==> src/rtl/ahb_pkg.sv <==
// Shared AHB-Lite encodings and the burst-master state type.
package ahb_pkg;

    localparam logic [1:0] HTRANS_IDLE   = 2'b00;
    localparam logic [1:0] HTRANS_BUSY   = 2'b01;
    localparam logic [1:0] HTRANS_NONSEQ = 2'b10;
    localparam logic [1:0] HTRANS_SEQ    = 2'b11;

    localparam logic [2:0] HBURST_SINGLE = 3'b000;
    localparam logic [2:0] HBURST_INCR   = 3'b001;

    localparam logic [2:0] HSIZE_BYTE  = 3'b000;
    localparam logic [2:0] HSIZE_HALF  = 3'b001;
    localparam logic [2:0] HSIZE_WORD  = 3'b010;
    localparam logic [2:0] HSIZE_DWORD = 3'b011;
    localparam logic [2:0] HSIZE_QWORD = 3'b100;

    typedef enum logic [2:0] {
        ST_IDLE  = 3'd0,
        ST_CHECK = 3'd1,
        ST_ADDR  = 3'd2,
        ST_DRAIN = 3'd3,
        ST_ERR1  = 3'd4,
        ST_ERR2  = 3'd5
    } mst_state_e;

    // NONSEQ and SEQ both have bit 1 set; these are the transfers a slave accepts.
    function automatic logic trans_active(input logic [1:0] t);
        return t[1];
    endfunction

endpackage

==> src/rtl/ahb_lite_burst_master_if.sv <==
// AHB-Lite address/data bus bundle between the burst master and the interconnect.
interface ahb_lite_burst_master_if #(
    parameter int DW = 32,
    parameter int AW = 32
);
    logic [AW-1:0] haddr;
    logic [1:0]    htrans;
    logic [2:0]    hsize;
    logic [2:0]    hburst;
    logic          hwrite;
    logic [DW-1:0] hwdata;
    logic [DW-1:0] hrdata;
    logic          hready;
    logic          hresp;

    modport master (
        output haddr, htrans, hsize, hburst, hwrite, hwdata,
        input  hrdata, hready, hresp
    );

    modport slave (
        input  haddr, htrans, hsize, hburst, hwrite, hwdata,
        output hrdata, hready, hresp
    );
endinterface

==> src/rtl/ahb_addr_gen.sv <==
// Beat address stepping and remaining-beat counter for the burst master.
module ahb_addr_gen #(
    parameter int AW   = 32,
    parameter int LENW = 4
) (
    input  logic            clk,
    input  logic            rst,
    input  logic            load,
    input  logic            step,
    input  logic [LENW-1:0] len,
    input  logic [AW-1:0]   addr,
    input  logic [2:0]      size,
    output logic [AW-1:0]   next_addr,
    output logic            cross_1k,
    output logic            last
);
    logic [LENW-1:0] remaining;

    always_ff @(posedge clk) begin
        if (rst)
            remaining <= '0;
        else if (load)
            remaining <= len;
        else if (step && remaining != '0)
            remaining <= remaining - LENW'(1);
    end

    assign next_addr = addr + (AW'(1) << size);
    assign cross_1k  = next_addr[AW-1:10] != addr[AW-1:10];
    assign last      = remaining == '0;

endmodule

==> src/rtl/ahb_lite_burst_master.sv <==
// AHB-Lite master turning single commands into SINGLE/INCR bursts with
// wait-state, BUSY-insertion, 1 KB-boundary and error-response handling.
module ahb_lite_burst_master
    import ahb_pkg::*;
#(
    parameter int DW   = 32,
    parameter int AW   = 32,
    parameter int LENW = 4
) (
    input  logic            hclk,
    input  logic            hreset,
    input  logic            cmd_valid,
    output logic            cmd_ready,
    input  logic            cmd_write,
    input  logic [AW-1:0]   cmd_addr,
    input  logic [LENW-1:0] cmd_len,
    input  logic [2:0]      cmd_size,
    input  logic            wr_valid,
    output logic            wr_ready,
    input  logic [DW-1:0]   wr_data,
    output logic            rd_valid,
    output logic [DW-1:0]   rd_data,
    output logic            rd_last,
    output logic            done,
    output logic            err,
    ahb_lite_burst_master_if.master ahb
);
    localparam logic [2:0] MAX_SIZE = 3'($clog2(DW / 8));

    mst_state_e      state;
    logic            cmd_write_q;
    logic [AW-1:0]   cmd_addr_q;
    logic [LENW-1:0] cmd_len_q;
    logic [2:0]      cmd_size_q;

    logic [AW-1:0]   haddr_q;
    logic [2:0]      hsize_q;
    logic [2:0]      hburst_q;
    logic            hwrite_q;
    logic [DW-1:0]   hwdata_q;
    logic [1:0]      htrans_c;

    logic            force_nonseq;
    logic            dphase;
    logic            dphase_last;
    logic            beat_go;
    logic            cmd_bad;
    logic [AW-1:0]   align_mask;
    logic [AW-1:0]   next_addr;
    logic            cross_1k;
    logic            last_beat;

    ahb_addr_gen #(.AW(AW), .LENW(LENW)) u_addr_gen (
        .clk       (hclk),
        .rst       (hreset),
        .load      (state == ST_CHECK),
        .step      (beat_go),
        .len       (cmd_len_q),
        .addr      (haddr_q),
        .size      (hsize_q),
        .next_addr (next_addr),
        .cross_1k  (cross_1k),
        .last      (last_beat)
    );

    assign align_mask = (AW'(1) << cmd_size_q) - AW'(1);
    assign cmd_bad    = (cmd_size_q > MAX_SIZE) || ((cmd_addr_q & align_mask) != '0);

    // A beat is only offered when its write word is already present; otherwise
    // the slot becomes IDLE before the first beat (or after a 1 KB restart) and BUSY mid-burst.
    always_comb begin
        htrans_c = HTRANS_IDLE;
        if (state == ST_ADDR) begin
            if (!hwrite_q || wr_valid)
                htrans_c = force_nonseq ? HTRANS_NONSEQ : HTRANS_SEQ;
            else
                htrans_c = force_nonseq ? HTRANS_IDLE : HTRANS_BUSY;
        end
    end

    assign beat_go   = ahb.hready && trans_active(htrans_c);
    assign wr_ready  = ahb.hready && hwrite_q && trans_active(htrans_c);
    assign cmd_ready = (state == ST_IDLE) && !hreset;

    assign ahb.haddr  = haddr_q;
    assign ahb.htrans = htrans_c;
    assign ahb.hsize  = hsize_q;
    assign ahb.hburst = hburst_q;
    assign ahb.hwrite = hwrite_q;
    assign ahb.hwdata = hwdata_q;

    always_ff @(posedge hclk) begin
        if (hreset) begin
            state        <= ST_IDLE;
            cmd_write_q  <= 1'b0;
            cmd_addr_q   <= '0;
            cmd_len_q    <= '0;
            cmd_size_q   <= '0;
            haddr_q      <= '0;
            hsize_q      <= '0;
            hburst_q     <= '0;
            hwrite_q     <= 1'b0;
            hwdata_q     <= '0;
            force_nonseq <= 1'b0;
            dphase       <= 1'b0;
            dphase_last  <= 1'b0;
            rd_valid     <= 1'b0;
            rd_data      <= '0;
            rd_last      <= 1'b0;
            done         <= 1'b0;
            err          <= 1'b0;
        end else begin
            rd_valid <= 1'b0;
            rd_last  <= 1'b0;
            done     <= 1'b0;
            err      <= 1'b0;
            case (state)
                ST_IDLE: begin
                    if (cmd_valid) begin
                        cmd_write_q <= cmd_write;
                        cmd_addr_q  <= cmd_addr;
                        cmd_len_q   <= cmd_len;
                        cmd_size_q  <= cmd_size;
                        state       <= ST_CHECK;
                    end
                end
                ST_CHECK: begin
                    if (cmd_bad) begin
                        done  <= 1'b1;
                        err   <= 1'b1;
                        state <= ST_IDLE;
                    end else begin
                        haddr_q      <= cmd_addr_q;
                        hsize_q      <= cmd_size_q;
                        hburst_q     <= (cmd_len_q == '0) ? HBURST_SINGLE : HBURST_INCR;
                        hwrite_q     <= cmd_write_q;
                        force_nonseq <= 1'b1;
                        dphase       <= 1'b0;
                        state        <= ST_ADDR;
                    end
                end
                ST_ADDR, ST_DRAIN: begin
                    if (dphase && ahb.hresp) begin
                        dphase <= 1'b0;
                        state  <= ST_ERR1;
                    end else begin
                        // Data phase of the previous beat and address phase of the
                        // next one retire on the same hready edge.
                        if (dphase && ahb.hready) begin
                            if (!hwrite_q) begin
                                rd_valid <= 1'b1;
                                rd_data  <= ahb.hrdata;
                                rd_last  <= dphase_last;
                            end
                            if (dphase_last) begin
                                done  <= 1'b1;
                                state <= ST_IDLE;
                            end
                        end
                        if (beat_go) begin
                            haddr_q      <= next_addr;
                            force_nonseq <= cross_1k;
                            dphase_last  <= last_beat;
                            if (hwrite_q)
                                hwdata_q <= wr_data;
                            if (last_beat)
                                state <= ST_DRAIN;
                        end
                        if (ahb.hready)
                            dphase <= beat_go;
                    end
                end
                ST_ERR1: state <= ST_ERR2;
                ST_ERR2: begin
                    if (ahb.hready) begin
                        done  <= 1'b1;
                        err   <= 1'b1;
                        state <= ST_IDLE;
                    end
                end
                default: state <= ST_IDLE;
            endcase
        end
    end

endmodule

==> src/flat_wrapper.sv <==
// flat-port wrapper written by rule: the top's interface ports become plain ports
module ahb_lite_burst_master_flat import ahb_pkg::*;
#(
    parameter int DW   = 32,
    parameter int AW   = 32,
    parameter int LENW = 4
)
  (hclk, hreset, cmd_valid, cmd_ready, cmd_write, cmd_addr, cmd_len, cmd_size, wr_valid, wr_ready, wr_data, rd_valid, rd_data, rd_last, done, err, ahb_haddr, ahb_htrans, ahb_hsize, ahb_hburst, ahb_hwrite, ahb_hwdata, ahb_hrdata, ahb_hready, ahb_hresp);
  ahb_lite_burst_master_if #(.DW(DW), .AW(AW)) ahb_i ();
  input  logic hclk;
  input  logic hreset;
  input  logic cmd_valid;
  output logic cmd_ready;
  input  logic cmd_write;
  input  logic [AW-1:0] cmd_addr;
  input  logic [LENW-1:0] cmd_len;
  input  logic [2:0] cmd_size;
  input  logic wr_valid;
  output logic wr_ready;
  input  logic [DW-1:0] wr_data;
  output logic rd_valid;
  output logic [DW-1:0] rd_data;
  output logic rd_last;
  output logic done;
  output logic err;
  output wire logic [$bits(ahb_i.haddr)-1:0] ahb_haddr;
  output wire logic [$bits(ahb_i.htrans)-1:0] ahb_htrans;
  output wire logic [$bits(ahb_i.hsize)-1:0] ahb_hsize;
  output wire logic [$bits(ahb_i.hburst)-1:0] ahb_hburst;
  output wire logic [$bits(ahb_i.hwrite)-1:0] ahb_hwrite;
  output wire logic [$bits(ahb_i.hwdata)-1:0] ahb_hwdata;
  input wire logic [$bits(ahb_i.hrdata)-1:0] ahb_hrdata;
  input wire logic [$bits(ahb_i.hready)-1:0] ahb_hready;
  input wire logic [$bits(ahb_i.hresp)-1:0] ahb_hresp;
  assign ahb_haddr = ahb_i.haddr;
  assign ahb_htrans = ahb_i.htrans;
  assign ahb_hsize = ahb_i.hsize;
  assign ahb_hburst = ahb_i.hburst;
  assign ahb_hwrite = ahb_i.hwrite;
  assign ahb_hwdata = ahb_i.hwdata;
  assign ahb_i.hrdata = ahb_hrdata;
  assign ahb_i.hready = ahb_hready;
  assign ahb_i.hresp = ahb_hresp;
  ahb_lite_burst_master #(.DW(DW), .AW(AW), .LENW(LENW)) u_core (.hclk(hclk), .hreset(hreset), .cmd_valid(cmd_valid), .cmd_ready(cmd_ready), .cmd_write(cmd_write), .cmd_addr(cmd_addr), .cmd_len(cmd_len), .cmd_size(cmd_size), .wr_valid(wr_valid), .wr_ready(wr_ready), .wr_data(wr_data), .rd_valid(rd_valid), .rd_data(rd_data), .rd_last(rd_last), .done(done), .err(err), .ahb(ahb_i));
endmodule
==> config.mk <==
export PLATFORM = sky130hd
export DESIGN_NAME = ahb_lite_burst_master_flat
export DESIGN_NICKNAME = d
export VERILOG_FILES = /design/src/rtl/ahb_pkg.sv /design/src/rtl/ahb_lite_burst_master_if.sv /design/src/rtl/ahb_addr_gen.sv /design/src/rtl/ahb_lite_burst_master.sv /design/src/flat_wrapper.sv
export SDC_FILE = /design/constraint.sdc
export NUM_CORES = 1
export LEC_CHECK = 0
export BUFFER_PORTS_ARGS = -buffer_cell sky130_fd_sc_hd__buf_2
export CAP_MARGIN = 25
export CELL_PAD_IN_SITES_DETAIL_PLACEMENT = 1
export CELL_PAD_IN_SITES_GLOBAL_PLACEMENT = 2
export CORE_ASPECT_RATIO = 0.8
export CORE_MARGIN = 5
export CORE_UTILIZATION = 31
export DETAILED_ROUTE_END_ITERATION = 10
export PLACE_DENSITY_LB_ADDON = 0.1
export SLEW_MARGIN = 20
export SYNTH_ARGS = -nofsm -noshare
export SYNTH_HDL_FRONTEND = slang
export SYNTH_SLANG_ARGS = --single-unit
==> constraint.sdc <==
create_clock -name hclk -period 7.65 [get_ports hclk]
set_clock_uncertainty 0.15 [all_clocks]
set_input_delay 2.295 -clock hclk [delete_from_list [all_inputs] [get_ports hclk]]
set_output_delay 2.295 -clock hclk [all_outputs]
set_load 0.05 [all_outputs]
==> out/qor.yml, run 1 <==
outcome: "completed"
dr.max_layer_used: "met5"
path_clk_slew_ns: 0.07
start_kind: "input port"
post_cts_buffers: 0
dp_hpwl_um: 17200
postRouteAntennaNets: 0
wl_um: 24700
grt_pass1_wl_um: 39600
peakVddDrop_v: 0.000137
cts_tree: "done"
synth_cells: 903
wire_per_inst_um: 17.6
drt_pass1_iterations: 4
antenna_found_initial: 1
pwr-share-clk_pct: 33.2
grt_pass1_vias: 7201
tightest_slew_ns: 0.925
yosysTopAreaCellShare_pct: 43.9
io_pins: 221
layout_commonest_cell: "nand2_1"
track_usage_pct: 19.0
layout_common_cells: "nand2_1, buf_2, dfxtp_1"
ctsHtreeMaxLevel: 4
core_area_sq_mm: 0.0224
port_buffers: 218
rows: 49
max_slew_margin_pct: 38.4
pwr-share-comb_pct: 29.7
viasPerCell: 4.95
gp_congestion: 0.762
synthesis.area_sq_mm: 0.00707
seq_area_frac_synth_pct: 43.9
hold_violations: 0
die_h_um: 145
drive_gt1_share_pct: 26.2
crit_required_ns: 5.20
finalSetupViolations: 0
leakage_nw: 3.60
synthArstFlopShare_pct: 0
powerDensity_mw_per_mm2: 305
ys_ff_latch: 155
sequentialPowerShare_pct: 37.1
netSwitchingFraction_pct: 39.1
cts_buffers: 17
hp-class: "register to register"
net-switching-power_mw: 1.07
wl_met2_um: 10500
grt_overflow_total: 0
final_max_slew_viol_count: 0
synthTopCellsByArea: "dfxtp_1, nand2_1, a21oi_1"
maxCapViolCount: 0
antenna_cells: 0
clockBufferDepth: 2
ctsHoldBuffers: 0
die_area_sq_mm: 0.0259
max_freq_ghz: 0.181
critPathMaxFanout: 4
drc: 0
yosysTopAreaCell: "dfxtp_1"
area_growth_pct: 26.5
min_period_over_period_pct: 72.4
crit_path_end_kind: "primary output"
drt_iter0_drc: 343
yosysWarnings: 0
synthFlopType: "dfxtp_1"
cts_sinks: 155
num-fill-cells: 2835
cts.repair.resized: 0
cp.arrival_ns: 3.09
initial_utilization_pct: 31.5
synth.avg_cell_area_sq_um: 7.83
critPathKind: "input port to primary output"
timing.final.crit_period_ns: 5.54
clk_latency_ns: 0.43
finalCoreUtilization_pct: 39.8
internal_power_mw: 1.66
via_count: 6949
rsz0062_at_grt: "false"
final_net_count: 1206
synth_edf_count: 0
grt_start_max_net_pins: 81
die_w_um: 179
wl_met1_um: 12300
cts_root_buffer: "clkbuf_16"
fin_tns_setup_ns: 0
wl_met3_um: 1630
ys_types: 80
-- critical path, stage by stage --
cell and delay, ns:
buf_2 0.09, nand2b_1 0.14, and2_4 0.19, and3_1 0.17, buf_2 0.20
-- routing by layer --
| metal | vias up | track usage (%) |
|---|---|---|
| met5 | - | 0 |
| met4 | 2 | 3.72 |
| met3 | 19 | 6.01 |
| met2 | 164 | 28.2 |
| met1 | 3265 | 27.3 |
| li1 | 3499 | - |
-- power by group through the flow --
stage               Clock (mW)  Sequential [mW]  Combinational, mW
detailed placement           0             1.03              0.820
finish                   0.907             1.01              0.810
global placement             0             1.03              0.811
global route             0.976             1.03              0.898
CTS                      0.937             1.01              0.824
floorplan                    0             1.13              0.482
-- path summary, 6_finish.rpt --
kind | start | slack, ns | depth (start not counted) | to
worst min register to register | u_core.ahb.hwdata[9]$_SDFFE_PP0P_ | 0.30 | 2 | u_core.ahb.hwdata[9]$_SDFFE_PP0P_
worst max register to register | u_core.cmd_size_q[1]$_SDFFE_PP0P_ | 4.58 | 7 | u_core.ahb.haddr[17]$_SDFFE_PP0P_
worst min-delay path | u_core.ahb.hwdata[9]$_SDFFE_PP0P_ | 0.30 | 2 | u_core.ahb.hwdata[9]$_SDFFE_PP0P_
worst max-delay path | wr_valid | 2.11 | 5 | wr_ready
-- cells in the mapped netlist (5+ instances only) --
master,instances
nand2_1,263
dfxtp_1,155
a21oi_1,135
clkbuf_1,41
nor2_1,41
nand3_1,25
and3_1,12
nor4_1,12
inv_1,11
buf_2,10
ha_1,10
nand4_1,8
nor3_1,8
o21ai_0,8
o21ai_1,8
a21o_1,7
buf_4,7
xnor2_1,7
a211oi_1,6
a22oi_1,6
a31oi_1,6
and2_1,6
nand2b_1,6
a311oi_1,5
buf_1,5
o211ai_1,5
-- cells by family (layout without fill, tap and decap cells) --
family | Yosys count | after routing | share of synthesized area (%)
AO/OA/AOI/OAI | 235 | 235 | 21.2
XOR/XNOR | 8 | 8 | 0.992
adder cells (fa/ha/maj) | 11 | 11 | 2.05
buffers and inverters | 78 | 272 | 5.12
flip-flops | 155 | 155 | 43.9
multiplexers | 2 | 2 | 0.283
other | 1 | 2 | 0.0531
AND/OR/NAND/NOR | 413 | 413 | 26.4
-- registers in the layout (all words and copies together) (netlist names), 3 cells and up --
signal,flops
u_core.ahb.haddr,32
u_core.ahb.hwdata,32
u_core.cmd_addr_q,32
u_core.rd_data,32
u_core.cmd_len_q,4
u_core.u_addr_gen.remaining,4
u_core.ahb.hsize,3
u_core.cmd_size_q,3
u_core.state,3
-- through the flow --
step	total power, mW	hold WS (ns)	worst slack (ns)	std cells	cell area [sq um]
4_1_cts	2.77	0.304	2.11	1404	8940
2_1_floorplan	1.61	0.282	0.882	904	7070
5_1_grt	2.90	0.321	2.09	1404	8940
3_5_place_dp	1.85	0.294	2.11	1372	8310
3_3_place_gp	1.84	0.288	2.12	1372	8310
6_report	2.73	0.301	2.11	1404	8940
-- layout make-up --
cell class              count  area [sq um]  share of cell area, %
flip-flops and latches    155          3100                   34.7
inverters                  11          41.3                  0.462
repair buffers            229          1180                   13.2
clock buffers              18           439                   4.91
clock inverters            14           184                   2.06
well taps                 306           383                   4.28
multi-input cells         671          3610                   40.4
(Power assumes the default switching activity.)
==> run 2, diff against run 1 <==
--- a/config.mk
+++ b/config.mk
@@ -11,7 +11,7 @@
 export CELL_PAD_IN_SITES_GLOBAL_PLACEMENT = 2
 export CORE_ASPECT_RATIO = 0.8
 export CORE_MARGIN = 5
-export CORE_UTILIZATION = 31
+export CORE_UTILIZATION = 26
 export DETAILED_ROUTE_END_ITERATION = 10
 export PLACE_DENSITY_LB_ADDON = 0.1
 export SLEW_MARGIN = 20
==> constraint.sdc (replaced) <==
create_clock -name hclk -period 4.7 [get_ports hclk]
set_clock_uncertainty 0.15 [all_clocks]
set_input_delay 1.41 -clock hclk [delete_from_list [all_inputs] [get_ports hclk]]
set_output_delay 1.41 -clock hclk [all_outputs]
set_load 0.05 [all_outputs]
==> out/qor.yml, run 2 (synthesized netlist as in run 1, its figures left out) <==
rsz0062_at_grt: "false"
layout_common_cells: "nand2_1, buf_2, dfxtp_1"
viasPerCell: 4.82  # -2.6%
peakVddDrop_v: 0.000262  # +91%
ctsHtreeMaxLevel: 4  # unchanged
die_area_sq_mm: 0.0306  # +18%
min_period_over_period_pct: 80.7
critPathLaunch: "wr_valid"
internal_power_mw: 2.73  # +64%
initial_utilization_pct: 26.1  # -5.3 points
die_w_um: 194  # +8.7%
hold_violations: 0  # unchanged
maxCapViolCount: 0  # unchanged
crit_path_end_kind: "primary output"
ctsHoldBuffers: 0  # unchanged
sequentialPowerShare_pct: 37.3  # +0.2 points
wire_per_inst_um: 17.7  # +0.78%
track_usage_pct: 16.5  # -2.5 points
gp_congestion: 0.736  # -3.4%
clk_latency_ns: 0.43  # about the same
outcome: "completed"
port_buffers: 218  # unchanged
cts_buffers: 17  # unchanged
cts_root_buffer: "clkbuf_16"
rows: 54  # +10%
dp_cells: 1430  # +4.2%
reg2reg_from: "u_core.ahb.hsize[2]$_SDFFE_PP0P_"
final_net_count: 1206  # unchanged
grt_pass1_vias: 7015  # -2.6%
drive_gt1_share_pct: 26.0  # -0.20 points
leakage_nw: 3.60  # +0.11%
crit_slowest_cell: "buf_2"
postRouteAntennaNets: 0  # unchanged
reg2reg_to: "u_core.ahb.haddr[18]$_SDFFE_PP0P_"
register_area_sq_mm: 0.00310  # unchanged
grt_pass1_wl_um: 40600  # +2.5%
timing.final.crit_period_ns: 3.79
grt_start_max_net_pins: 163  # +100%
netSwitchingFraction_pct: 38.4  # -0.73 points
holdCritStartpoint: "u_core.ahb.hwdata[18]$_SDFFE_PP0P_"
multiInputGateArea_sq_mm: 0.00362  # +0.24%
final_max_slew_viol_count: 0  # unchanged
wl_um: 25900  # +4.8%
worstRegToRegCells: 9  # +2
fin_tns_setup_ns: 0  # unchanged
grt_overflow_total: 0  # unchanged
num-fill-cells: 3332  # +18%
io_pins: 221  # unchanged
cp.arrival_ns: 2.23  # -0.86 ns
cp_cell_sequence: "buf_2 > nand2b_1 > and2_4 > and3_1 > buf_2"
crit_top_cell: "buf_2"
max_slew_margin_pct: 39.9  # +1.5 points
die_h_um: 157  # +8.6%
critPathMaxFanout: 4  # unchanged
ff2ff_setup_slack_ns: 1.62  # -2.96 ns
cts.repair.resized: 0  # unchanged
finalSetupViolations: 0  # unchanged
post_cts_buffers: 0  # unchanged
cts_tree: "done"
powerDensity_mw_per_mm2: 492  # +61%
start_kind: "input port"
drc: 0  # unchanged
antenna_found_initial: 2  # +1
crit_required_ns: 3.14  # -2.06 ns
critPathKind: "input port to primary output"
core_area_sq_mm: 0.0270  # +20%
via_count: 7035  # +1.2%
cts_sinks: 155  # unchanged
whs_endpoint: "u_core.ahb.hwdata[18]$_SDFFE_PP0P_"
power_mw: 4.43  # +63%
tightest_slew_ns: 0.899  # -0.0255 ns
slowest_delay_ns: 0.22  # +0.02 ns
layout_commonest_cell: "nand2_1"
pwr-share-comb_pct: 30.1  # +0.4 points
path_clk_slew_ns: 0.06  # about the same
clockBufferDepth: 2  # unchanged
area_growth_pct: 27.5
stdcell_count: 1460  # +4.0%
worstHoldPathCells: 2  # unchanged
drt_pass1_iterations: 4  # unchanged
drt_iter0_drc: 344  # +0.29%
pwr-share-clk_pct: 32.5  # -0.7 points
dp_hpwl_um: 18000  # +4.7%
net-switching-power_mw: 1.70  # +60%
max_freq_ghz: 0.264
hp-class: "register to register"
[run 2: cell count changes in the layout (fill, tap and decap cells not counted), moves of 2 or more]
cell | before | now
inv_6 | 4 | 0
clkbuf_8 | 1 | 4
clkinv_2 | 0 | 2
clkinv_4 | 2 | 0
clkinvlp_4 | 4 | 2
[run 2: routing by layer]
layer  share of wire [%]  GRT usage (%)  vias up  wire [um]
met1                  52           24.0     3372      13400
li1                    -              -     3496          -
met5               0.050              0        -         13
met4                0.83           3.41        2        214
met2                  43           24.5      152      11000
met3                 4.9           4.64       13       1260
[run 2: through the flow]
stage / instance area [sq um] / hold slack, ns / setup slack [ns] / utilization (%)
2_1_floorplan: 7080 / 0.282 / 0.287 / -
3_3_place_gp: 8410 / 0.291 / 0.923 / 31.1
3_5_place_dp: 8410 / 0.293 / 0.914 / 31.1
4_1_cts: 9010 / 0.303 / 0.910 / 33.3
5_1_grt: 9010 / 0.322 / 0.880 / 33.3
6_report: 9010 / 0.301 / 0.907 / 33.3
[run 2: cell type report]
cell class	instances	share of cell area [%]
inverter	11	0.458
multi-input combinational	671	40.2
clock buffer	22	5.37
timing repair buffer	229	13.2
sequential	155	34.4
clock inverter	7	1.28
antenna	1	0.0278
tap	364	5.05
[run 2: power groups by stage]
stage          logic [mW]  registers, mW  clock network (mW)
6_report             1.34           1.66                1.44
5_1_grt              1.47           1.69                1.54
4_1_cts              1.37           1.66                1.50
3_5_place_dp         1.36           1.69                   0
3_3_place_gp         1.35           1.69                   0
2_1_floorplan       0.788           1.83                   0
[run 2: how the worst max path moves through the flow]
stage | to | slack [ns] | cells after the start
2_1_floorplan | cmd_ready | 0.29 | 4
3_3_place_gp | wr_ready | 0.92 | 5
3_5_place_dp | wr_ready | 0.91 | 5
4_1_cts | wr_ready | 0.91 | 5
5_1_grt | wr_ready | 0.88 | 5
6_report | wr_ready | 0.91 | 5
[run 2: worst max-delay path, delay by kind of cell]
family        cells  cell delay, ns
simple gates      3            0.50
buf+inv           2            0.31
==> run 3, diff against run 2 <==
==> constraint.sdc (replaced) <==
create_clock -name hclk -period 3.15 [get_ports hclk]
set_clock_uncertainty 0.15 [all_clocks]
set_input_delay 0.945 -clock hclk [delete_from_list [all_inputs] [get_ports hclk]]
set_output_delay 0.945 -clock hclk [all_outputs]
set_load 0.05 [all_outputs]
==> out/qor.yml, run 3 (synthesized netlist as in run 1, its figures left out) <==
outcome: "completed"
antenna_found_initial: 2  # unchanged
cp.arrival_ns: 3.02  # +0.79 ns
grt_pass1_wl_um: 40700  # +0.22%
powerDensity_mw_per_mm2: 729  # +48%
power_mw: 6.62  # +49%
gp_congestion: 0.787  # +7.0%
peakVddDrop_v: 0.000387  # +48%
fin_tns_setup_ns: 0  # unchanged
grt_start_max_net_pins: 163  # unchanged
dpl_cell_area_sq_mm: 0.00850  # +1.1%
core_area_sq_mm: 0.0270  # unchanged
fin_area_sq_mm: 0.00908  # +0.81%
netSwitchingFraction_pct: 39.1  # +0.69 points
net-switching-power_mw: 2.59  # +52%
whs_endpoint: "u_core.rd_data[10]$_SDFFE_PP0P_"
ctsHoldBuffers: 0  # unchanged
wl_um: 26000  # +0.52%
die_w_um: 194  # unchanged
post_cts_buffers: 0  # unchanged
via_count: 6954  # -1.2%
min_period_over_period_pct: 91.6
final_max_slew_viol_count: 0  # unchanged
viasPerCell: 4.74  # -1.7%
ff2ff_setup_slack_ns: 0.27  # -1.35 ns
die_h_um: 157  # unchanged
sequentialPowerShare_pct: 37.1  # -0.2 points
antenna_cells: 0  # -1
cts_root_buffer: "clkbuf_16"
pwr-share-clk_pct: 31.2  # -1.3 points
layout_common_cells: "nand2_1, buf_2, dfxtp_1"
die_area_sq_mm: 0.0306  # unchanged
port_buffers: 218  # unchanged
stdcell_count: 1468  # +0.55%
max_slew_margin_pct: 44.4  # +4.6 points
cts.repair.resized: 0  # unchanged
area_growth_pct: 28.5
drc: 0  # unchanged
worstHoldPathCells: 2  # unchanged
internal_power_mw: 4.04  # +48%
drt_pass1_iterations: 4  # unchanged
drt_iter0_drc: 296  # -14%
wire_per_inst_um: 17.7  # about the same
tightest_slew_ns: 0.833  # -0.0658 ns
dp_hpwl_um: 18200  # +1.0%
grt_overflow_total: 0  # unchanged
crit_path_end_kind: "register"
grt_pass1_vias: 6899  # -1.7%
timing.final.crit_period_ns: 2.88
track_usage_pct: 16.7  # +0.14 points
cts_tree: "done"
initial_utilization_pct: 26.1  # unchanged
rsz0062_at_grt: "false"
cts_sinks: 155  # unchanged
crit_required_ns: 3.29  # +0.15 ns
clk_latency_ns: 0.43  # about the same
drive_gt1_share_pct: 26.6  # +0.60 points
critPathMaxFanout: 10  # +6
maxCapViolCount: 0  # unchanged
holdCritStartpoint: "u_core.rd_data[10]$_SDFFE_PP0P_"
clockBufferDepth: 2  # unchanged
rows: 54  # unchanged
pwr-share-comb_pct: 31.7  # +1.6 points
max_freq_ghz: 0.347
start_kind: "register"
finalSetupViolations: 0  # unchanged
reg2reg_to: "u_core.ahb.haddr[20]$_SDFFE_PP0P_"
path_clk_slew_ns: 0.07  # about the same
cts_buffers: 17  # unchanged
final_net_count: 1212  # +0.50%
ctsHtreeMaxLevel: 4  # unchanged
critPathKind: "register to register"
io_pins: 221  # unchanged
layout_commonest_cell: "nand2_1"
postRouteAntennaNets: 0  # unchanged
hold_violations: 0  # unchanged
leakage_nw: 3.63  # +0.93%
finalCoreUtilization_pct: 33.6  # +0.27 points
worstRegToRegCells: 9  # unchanged
dp_cells: 1436  # +0.42%
reg2reg_from: "u_core.ahb.hsize[2]$_SDFFE_PP0P_"
num-fill-cells: 3314  # -0.54%
hp-class: "register to register"
[run 3: critical path: stages, from the launching register on]
cell      delay, ns
dfxtp_1        0.48
nor3_1         0.11
ha_1           0.21
fa_1           0.41
a21o_1         0.24
a221oi_4       0.31
a21bo_1        0.45
nor4_2         0.10
a211oi_2       0.20
o31ai_2        0.09
[run 3: per-layer routing]
metal	global-route usage [%]	wire length [um]	part of all wire, %	vias to the layer above
met1	24.6	13500	52	3268
met3	5.09	1370	5.3	20
met2	23.4	10900	42	148
met4	4.35	265	1.0	4
li1	-	-	-	3514
met5	0	21	0.081	-
[run 3: power by group through the flow]
| stage | clock [mW] | sequential [mW] | combinational (mW) |
|---|---|---|---|
| 2_1_floorplan | 0 | 2.74 | 1.19 |
| 3_3_place_gp | 0 | 2.50 | 2.14 |
| 3_5_place_dp | 0 | 2.50 | 2.14 |
| 4_1_cts | 2.15 | 2.46 | 2.14 |
| 5_1_grt | 2.23 | 2.50 | 2.32 |
| 6_report | 2.07 | 2.46 | 2.10 |
[run 3: cell type report]
class	instances	area (sq um)	share of cell area, %
clock buffer	21	460	5.07
multi-input combinational	671	3630	40.0
clock inverter	11	119	1.31
sequential	155	3100	34.2
timing repair buffer	235	1270	14.0
tap	364	455	5.01
inverter	11	41.3	0.455
[run 3: worst max path at each step]
stage	from	to	slack (ns)
2_1_floorplan	hreset	cmd_ready	-0.01
3_3_place_gp	wr_valid	wr_ready	0.29
3_5_place_dp	u_core.ahb.hsize[2]$_SDFFE_PP0P_	u_core.ahb.haddr[18]$_SDFFE_PP0P_	0.27
4_1_cts	u_core.ahb.hsize[2]$_SDFFE_PP0P_	u_core.ahb.haddr[18]$_SDFFE_PP0P_	0.25
5_1_grt	u_core.ahb.hsize[2]$_SDFFE_PP0P_	u_core.ahb.haddr[18]$_SDFFE_PP0P_	0.05
6_report	u_core.ahb.hsize[2]$_SDFFE_PP0P_	u_core.ahb.haddr[20]$_SDFFE_PP0P_	0.27
[run 3: per-stage QoR]
| stage | setup slack, ns | hold WS (ns) |
|---|---|---|
| after floorplan | -0.0108 | 0.282 |
| after CTS | 0.253 | 0.303 |
| after global placement | 0.289 | 0.290 |
| after global routing | 0.0474 | 0.320 |
| after detailed placement | 0.267 | 0.294 |
| final | 0.265 | 0.302 |
